$ cat config.mk
export PLATFORM = sky130hd
export DESIGN_NAME = spi_regfile_stream
export DESIGN_NICKNAME = d
export VERILOG_FILES = /design/src/rtl/spi_regfile_pkg.sv /design/src/rtl/spi_word_tx.sv /design/src/rtl/spi_regfile_stream.sv
export SDC_FILE = /design/constraint.sdc
export NUM_CORES = 2
export LEC_CHECK = 0
export CAP_MARGIN = 20
export CORE_MARGIN = 2
export CORE_UTILIZATION = 40
export DETAILED_ROUTE_END_ITERATION = 7
export REMOVE_ABC_BUFFERS = 1
export SLEW_MARGIN = 20
export SYNTH_ARGS = -nofsm -noshare
export SYNTH_HDL_FRONTEND = slang
export SYNTH_SLANG_ARGS = --single-unit
$ cat constraint.sdc
create_clock -name clk -period 35.3 [get_ports clk]
set_input_delay 8.825 -clock clk [delete_from_list [all_inputs] [get_ports clk]]
set_output_delay 8.825 -clock clk [all_outputs]
set_load 0.005 [all_outputs]
$ cat src/rtl/spi_regfile_pkg.sv
// Shared types and defaults for the SPI-observable register file.
// Optional feature macro used by the top: SPI_DUMP_ALL_EN.
package spi_regfile_pkg;

  localparam int DEF_W_DATA  = 32;
  localparam int DEF_DEPTH   = 32;
  localparam int DEF_CLK_DIV = 4;

  typedef enum logic [1:0] {
    IDLE,
    SHIFT,
    DONE
  } tx_state_e;

  function automatic int addr_w(input int depth);
    return $clog2(depth);
  endfunction

endpackage

$ cat src/rtl/spi_word_tx.sv
// SPI mode-0 word transmitter: divider, bit counter, shift register and FSM.
// Frames are MSB first; a load in IDLE or DONE starts a new frame.
module spi_word_tx
  import spi_regfile_pkg::*;
#(
  parameter int W_DATA  = DEF_W_DATA,
  parameter int CLK_DIV = DEF_CLK_DIV
) (
  input  logic              clk,
  input  logic              rst,
  input  logic              load,
  input  logic [W_DATA-1:0] word,
  output logic              busy,
  output logic              cs_n,
  output logic              sclk,
  output logic              mosi,
  output logic              done
);

  localparam int DIV_W = $clog2(CLK_DIV + 1);
  localparam int BIT_W = $clog2(W_DATA + 1);
  localparam logic [DIV_W-1:0] DIV_LAST = DIV_W'(CLK_DIV - 1);
  localparam logic [BIT_W-1:0] BIT_LAST = BIT_W'(W_DATA);

  tx_state_e         state_q, state_d;
  logic [DIV_W-1:0]  div_q, div_d;
  logic [BIT_W-1:0]  bit_q, bit_d;
  logic              sclk_q, sclk_d;
  logic [W_DATA-1:0] sh_q, sh_d;

  always_ff @(posedge clk or posedge rst) begin
    if (rst) begin
      state_q <= IDLE;
      div_q   <= '0;
      bit_q   <= '0;
      sclk_q  <= 1'b0;
      sh_q    <= '0;
    end else begin
      state_q <= state_d;
      div_q   <= div_d;
      bit_q   <= bit_d;
      sclk_q  <= sclk_d;
      sh_q    <= sh_d;
    end
  end

  always_comb begin
    state_d = state_q;
    div_d   = div_q;
    bit_d   = bit_q;
    sclk_d  = sclk_q;
    sh_d    = sh_q;
    unique case (state_q)
      IDLE, DONE: begin
        state_d = IDLE;
        if (load) begin
          state_d = SHIFT;
          sh_d    = word;
          div_d   = '0;
          bit_d   = '0;
          sclk_d  = 1'b0;
        end
      end
      SHIFT: begin
        if (div_q == DIV_LAST) begin
          div_d  = '0;
          sclk_d = ~sclk_q;
          // Falling edge of sclk: advance to the next bit while sclk is low.
          if (sclk_q) begin
            sh_d  = {sh_q[W_DATA-2:0], 1'b0};
            bit_d = bit_q + 1'b1;
            if (bit_d == BIT_LAST) state_d = DONE;
          end
        end else begin
          div_d = div_q + 1'b1;
        end
      end
      default: state_d = IDLE;
    endcase
  end

  assign busy = (state_q == SHIFT);
  assign cs_n = ~busy;
  assign sclk = sclk_q;
  assign mosi = busy & sh_q[W_DATA-1];
  assign done = (state_q == DONE);

endmodule

$ cat src/rtl/spi_regfile_stream.sv
// Register file (r0 hardwired to zero) with an SPI debug transmitter.
// Define SPI_DUMP_ALL_EN to add the spi_dump port that streams every register.
module spi_regfile_stream
  import spi_regfile_pkg::*;
#(
  parameter int W_DATA  = DEF_W_DATA,
  parameter int DEPTH   = DEF_DEPTH,
  parameter int CLK_DIV = DEF_CLK_DIV
) (
  input  logic                      clk,
  input  logic                      rst,
  input  logic                      wren,
  input  logic [addr_w(DEPTH)-1:0]  wa,
  input  logic [W_DATA-1:0]         wd,
  input  logic [addr_w(DEPTH)-1:0]  ra1,
  input  logic [addr_w(DEPTH)-1:0]  ra2,
  output logic [W_DATA-1:0]         rd1,
  output logic [W_DATA-1:0]         rd2,
  input  logic                      spi_start,
  input  logic [addr_w(DEPTH)-1:0]  spi_addr,
  output logic                      spi_busy,
  output logic                      spi_cs_n,
  output logic                      spi_sclk,
  output logic                      spi_out,
  output logic                      dv_spi
`ifdef SPI_DUMP_ALL_EN
  ,
  input  logic                      spi_dump
`endif
);

  localparam int AW = addr_w(DEPTH);

  logic [W_DATA-1:0] rf [DEPTH];

  genvar gi;
  generate
    for (gi = 0; gi < DEPTH; gi++) begin : g_rf
      if (gi == 0) begin : g_zero
        assign rf[gi] = '0;
      end else begin : g_reg
        logic [W_DATA-1:0] r_q, r_d;
        always_comb begin
          r_d = r_q;
          if (wren && (wa == AW'(gi))) r_d = wd;
        end
        always_ff @(posedge clk or posedge rst) begin
          if (rst) r_q <= '0;
          else     r_q <= r_d;
        end
        assign rf[gi] = r_q;
      end
    end
  endgenerate

  assign rd1 = rf[ra1];
  assign rd2 = rf[ra2];

  logic              tx_load;
  logic [W_DATA-1:0] tx_word;
  logic              tx_busy;
  logic              tx_done;

`ifdef SPI_DUMP_ALL_EN
  logic          dump_active_q, dump_active_d;
  logic [AW-1:0] dump_addr_q, dump_addr_d;
  logic          dump_end;

  always_ff @(posedge clk or posedge rst) begin
    if (rst) begin
      dump_active_q <= 1'b0;
      dump_addr_q   <= '0;
    end else begin
      dump_active_q <= dump_active_d;
      dump_addr_q   <= dump_addr_d;
    end
  end

  // dump_addr_q holds the next address to send; wrapping to 0 marks the last frame.
  always_comb begin
    dump_active_d = dump_active_q;
    dump_addr_d   = dump_addr_q;
    dump_end      = dump_active_q && tx_done && (dump_addr_q == '0);
    tx_load       = 1'b0;
    tx_word       = rf[spi_addr];
    if (!tx_busy && (!dump_active_q || dump_end)) begin
      if (spi_start) begin
        tx_load       = 1'b1;
        dump_active_d = 1'b0;
      end else if (spi_dump) begin
        tx_load       = 1'b1;
        tx_word       = rf[0];
        dump_active_d = 1'b1;
        dump_addr_d   = AW'(1);
      end else if (dump_end) begin
        dump_active_d = 1'b0;
      end
    end else if (dump_active_q && tx_done) begin
      tx_load     = 1'b1;
      tx_word     = rf[dump_addr_q];
      dump_addr_d = dump_addr_q + 1'b1;
    end
  end

  assign spi_busy = tx_busy | (dump_active_q & ~dump_end);
`else
  assign tx_load  = spi_start & ~tx_busy;
  assign tx_word  = rf[spi_addr];
  assign spi_busy = tx_busy;
`endif

  spi_word_tx #(
    .W_DATA  (W_DATA),
    .CLK_DIV (CLK_DIV)
  ) u_tx (
    .clk  (clk),
    .rst  (rst),
    .load (tx_load),
    .word (tx_word),
    .busy (tx_busy),
    .cs_n (spi_cs_n),
    .sclk (spi_sclk),
    .mosi (spi_out),
    .done (tx_done)
  );

  assign dv_spi = tx_done;

endmodule

After elaboration in Yosys (flattened, before gate mapping)
Cells that the tools add are included.
{ "op_classes": {"n_eq_ne": 39, "muxes": 28, "add_sub_neg": 2, "n_lt_le_gt_ge": 3, "n_bitwise": 7, "n_reduce_logical": 38} }
{ "ops": {"columns": ["cell", "count"], "rows": [
  ["32-bit binary-select mux with 5-bit select", 3],
  ["32-bit two-way mux", 9],
  ["5-bit equality test, second input constant", 16],
  ["32-bit case mux with 2 select lines", 1],
  ["5-bit by 4-bit equality test with 1-bit output, second input constant", 8],
  ["1-bit logical AND", 31],
  ["5-bit by 3-bit equality test with 1-bit output, second input constant", 4],
  ["6-bit >= comparator, second input constant", 3],
  ["6-bit two-way mux", 3],
  ["5-bit NOT with 6-bit output", 3],
  ["6-bit case mux with 2 select lines", 1],
  ["5-bit by 2-bit equality test with 1-bit output, second input constant", 2],
  ["2-bit != test, second input constant", 4],
  ["6-bit by 1-bit adder with 6-bit output, second input constant", 1],
  ["6-bit equality test, second input constant", 1],
  ["2-bit two-way mux", 3],
  ["3-bit two-way mux", 2],
  ["3-bit case mux with 2 select lines", 1],
  ["3-bit AND reduction", 2],
  ["5-bit by 1-bit equality test with 1-bit output, second input constant", 1],
  ["2-bit case mux with 2 select lines", 1],
  ["4-bit AND reduction", 1],
  ["3-bit by 1-bit adder with 3-bit output, second input constant", 1],
  ["3-bit by 2-bit equality test with 1-bit output, second input constant", 1],
  ["other kinds (10)", 14]
]} }
{ "totals": {"word_cells": 153, "input_bits": 56, "out_inout_bits": 69, "reg_bits": 1036} }

Depth between registers and ports, before layout
{ "depth": {"depth_word": 6, "mapped_depth": 10, "mapped_depth_nobuf": 6} }

Hierarchy
A second synthesis with hierarchy kept.
{ "hier_totals": {"cells_unflattened": 4461, "hier_area_um2": 63618.5} }
{ "by_module_without_submodules": {"columns": ["module", "area_per_inst_um2", "cells_each", "n_inst"], "rows": [
  ["spi_regfile_stream", 61358.8, 4292, 1],
  ["spi_word_tx", 2259.7, 169, 1]
]} }

Least setup slack after synthesis
No wires, ideal clock.
{ "synth_timing": {"kind": "input to output", "startpoint": "input ra2[0]", "endpoint": "output rd2[29]", "t_arrival_ns": 10.563, "required_time_ns": 26.475, "path_stages": 8, "setup_slack_ns": 15.912, "cell_sequence": "buf_2 buf_6 buf_2 buf_2 mux4_2 mux4_2 nand2_1 o221ai_1"} }
{ "synth_between": {"elab_chain_len": 4} }
{ "synth_lines": {"columns": ["item", "line_no", "rtl"], "rows": [
  ["from (decl)", "spi_regfile_stream.sv:16", "input logic [addr_w(DEPTH)-1:0] ra2,"],
  ["5-bit NOT with 6-bit output (implied by the code)", "spi_regfile_stream.sv:57", "assign rd2 = rf[ra2];"],
  ["32-bit binary-select mux with 5-bit select", "spi_regfile_stream.sv:57", null],
  ["32-bit two-way mux (implied by the code) (2 in a row)", "spi_regfile_stream.sv:57", null],
  ["to (decl)", "spi_regfile_stream.sv:18", "output logic [W_DATA-1:0] rd2,"]
]} }
Every way passes these cells. The select of a mux whose other input is x is not followed.

Worst setup path in the final report
{ "layout_timing": {"startpoint": "input ra2[0]", "endpoint": "output rd2[25]"} }
The elaborated chain is that of the path after synthesis.

==> metrics.yaml <==
routedWlPerCell_um: 35.1
cts_tree: "built"
vias_per_cell: 6.77
final_net_count: 4062
grt_util_met2_pct: 40.8
r2r-end: "u_tx.sh_q[2]"
reg2regPathDepth: 7
clockBufferDepth: 3
cp.required_ns: 26.47
tightestPinTransition_ns: 1.29
cap_violations: 0
stdcell_count: 6151
synth-seq-area-share_pct: 41.7
rows: 144
crit_path_top_delay_cell: "buf_4"
postSynth.asyncResetShare_pct: 100
fin_crit_sh_pct: 63.3
synth.distinct_cells: 46
cp_slowest_stage_delay_ns: 0.75
critical_path_class: "in -> out"
endpoint_kind: "output port"
cts_buffers: 117
skew_ns: 0.0283
synthCells: 4135
grt_use_met3_pct: 7.12
start_kind: "input port"
cpMostUsedCell: "buf_4"
clk_pin_slew_ns: 0.06
areaGrowthSynthToFinish_pct: 11.3
setup_viol: 0
place_congestion: 0.812
rsz0062_at_grt: "no"
fp.dieH_um: 398
grt_max_degree: 160
grt.total_usage_pct: 27.3
dpl.cell_count: 5926
cts.sinks: 1036
min_to: "u_tx.div_q[0]"
ios: 125
cts_setup_buffers: 0
slew_headroom_pct: 13.9
post_cts_resize_count: 0
grt_pass1_wl_um: 312000
use_met1_pct: 39.2
rrSetupSlack_ns: 32.22
grt_pass1_vias: 41600
top_usage_layer: "met2"
drtPass1Iterations: 5
avgSynthCellArea_um2: 15.0
portBuffers: 124
arrival_ns: 13.53
slew_viol_final: 0
coreArea_um2: 154000
dieArea_um2: 158000
fin_crit_ns: 22.35
rr_startpoint: "u_tx.state_q[1]"
syn_area_um2: 62100
antenna_found_initial: 5
hp-start: "u_tx.div_q[0]"
synth-main-ff-cell: "dfrtp_1"
powerDensity_nw_per_um2: 55.7
cts_hold_buf: 0
start_util_pct: 40.3
timing.fmax_mhz: 44.7
synth_seq_cells: 1036
p_leak_nw: 28.2
drt_iter0_drc: 4713
grt_overflow: 0
cp_cell_sequence: "buf_8 -> buf_4 -> buf_4 -> buf_4 -> mux4_2 -> mux4_2 -> nand2_1 -> o221ai_1 -> clkdlybuf4s50_1"
cts_max_level: 3
hold_ws_ns: 0.506
crit_fanout: 63
root_buffer: "clkbuf_16"
antenna_left: 0
clk_latency_ns: 0.74
routed-via-count: 41600
ys_warn_count: 0
drc: 0
outcome: "finished clean"
synth_edf_count: 0
finalWirelength_um: 216000
report.final.hold_viol_count: 0
peakVddDrop_mv: 0.0408
hold_path_class: "reg -> reg"
hpwl_um: 117000
fp.dieW_um: 398
drive_gt1_share_pct: 53.5
worst_hold_path.num_cells: 1
flip-flops by register name, indices dropped and copies added (netlist names):
name	cells
u_tx.div_q	3
u_tx.bit_q	6
u_tx.sh_q	32
g_rf.g_reg.r_q	992
u_tx.sclk	1
u_tx.state_q	2
cells in the mapped netlist, types with 2 or more instances:
cell / n / area [um2]
a22oi_1: 32 / 240
mux2_1: 7 / 78.8
a221oi_1: 2 / 17.5
buf_6: 4 / 45.0
nor3b_1: 3 / 22.5
a22o_1: 29 / 254
o22ai_1: 32 / 200
or3_1: 2 / 12.5
nand4_1: 2 / 12.5
ha_1: 2 / 25.0
clkbuf_1: 259 / 972
buf_4: 14 / 105
nand4b_1: 3 / 26.3
a31oi_1: 3 / 18.8
a221o_1: 32 / 320
mux2_2: 1051 / 11800
o211ai_1: 29 / 218
and3_1: 3 / 18.8
nor3_1: 9 / 45.0
nand2b_1: 10 / 62.6
nor4_1: 2 / 12.5
nor2b_1: 9 / 56.3
buf_1: 85 / 319
o21ai_0: 38 / 190
or2_2: 2 / 12.5
nor2_1: 108 / 405
o31ai_1: 2 / 15.0
dfrtp_1: 1036 / 25900
buf_2: 113 / 566
mux2i_1: 98 / 981
nand3_1: 13 / 65.1
a21oi_1: 128 / 641
nand3b_1: 2 / 15.0
mux4_2: 766 / 17300
inv_1: 3 / 11.3
nand2_1: 129 / 484
o221ai_1: 64 / 561
kinds of logic after synthesis:
| kind of cell | Yosys count | share of synthesized area (%) |
|---|---|---|
| compound gates | 396 | 4.37 |
| xor+xnor | 1 | 0.0141 |
| fa+ha+maj | 2 | 0.0403 |
| buf+inv | 480 | 3.26 |
| flops | 1036 | 41.7 |
| mux | 1922 | 48.5 |
| simple gates | 298 | 2.02 |
cell usage in the layout, fill, tap and decap left out, types with 4 or more instances in the layout:
cell type / count
nor3_1: 7
nor2b_1: 7
a22o_1: 29
mux2_1: 7
o22ai_1: 32
mux2i_1: 98
clkbuf_16: 119
nand2b_1: 6
buf_8: 7
nor2_4: 12
clkinvlp_4: 9
mux4_2: 766
bufinv_16: 17
diode_2: 5
o221ai_1: 64
nand3_1: 9
nor2_1: 96
clkbuf_8: 23
o211ai_1: 29
buf_4: 97
clkinv_2: 25
mux2_2: 1051
nand2_2: 8
buf_2: 16
buf_12: 5
nand2_1: 118
nand3_4: 4
a22oi_1: 32
a21oi_1: 127
a221o_1: 32
o21ai_0: 38
dfrtp_1: 1036
clkdlybuf4s50_1: 96
clkbuf_1: 20
per-stage QoR:
step	util, %	setup TNS [ns]	cell area, um2	setup slack, ns	total power [mW]
detailed placement	42.2	0	65000	12.84	2.55
global route	44.9	0	69100	12.70	4.01
CTS	44.9	0	69100	12.84	3.87
floorplan	-	-2778.26	60100	-2.68	2.22
global placement	42.2	0	65000	12.88	2.52
finish	44.9	0	69100	12.95	3.85
power breakdown:
group	switching, mW	internal (mW)	total, mW
clock network	0.530	0.786	1.32
logic	0.346	0.563	0.909
registers	0.213	1.41	1.63
total	1.09	2.76	3.85
worst max path at each step:
stage	to	slack, ns	depth (start not counted)	from
6_report	rd2[25]	12.95	9	ra2[0]
5_1_grt	rd2[25]	12.70	9	ra2[0]
4_1_cts	rd2[25]	12.84	9	ra2[0]
3_5_place_dp	rd2[25]	12.84	9	ra2[0]
3_3_place_gp	rd2[25]	12.88	9	ra2[0]
2_1_floorplan	g_rf[10].g_reg.r_q[0]	-2.68	1	rst
area by class of cell:
class / count / area (um2)
sequential: 1036 / 25900
multi-input combinational: 2619 / 34400
antenna: 5 / 12.5
inverter: 5 / 31.3
clock buffer: 161 / 3360
tap: 2044 / 2560
timing repair buffer: 225 / 2050
fill: 13700 / 84900
clock inverter: 56 / 762
per-layer routing:
metal,part of all wire [%],vias up
met2,45,2152
li1,-,16300
met5,0.025,-
met4,3.6,8
met1,42,22800
met3,9.7,433
worst max-delay path: cells and delay by family:
family	cells	cell delay, ns
buffers and inverters	5	3.10
and+or+nand+nor	1	0.08
muxes	2	1.09
AOI/OAI and AO/OA	1	0.25
No activity file was read; power rests on OpenSTA's default activity.
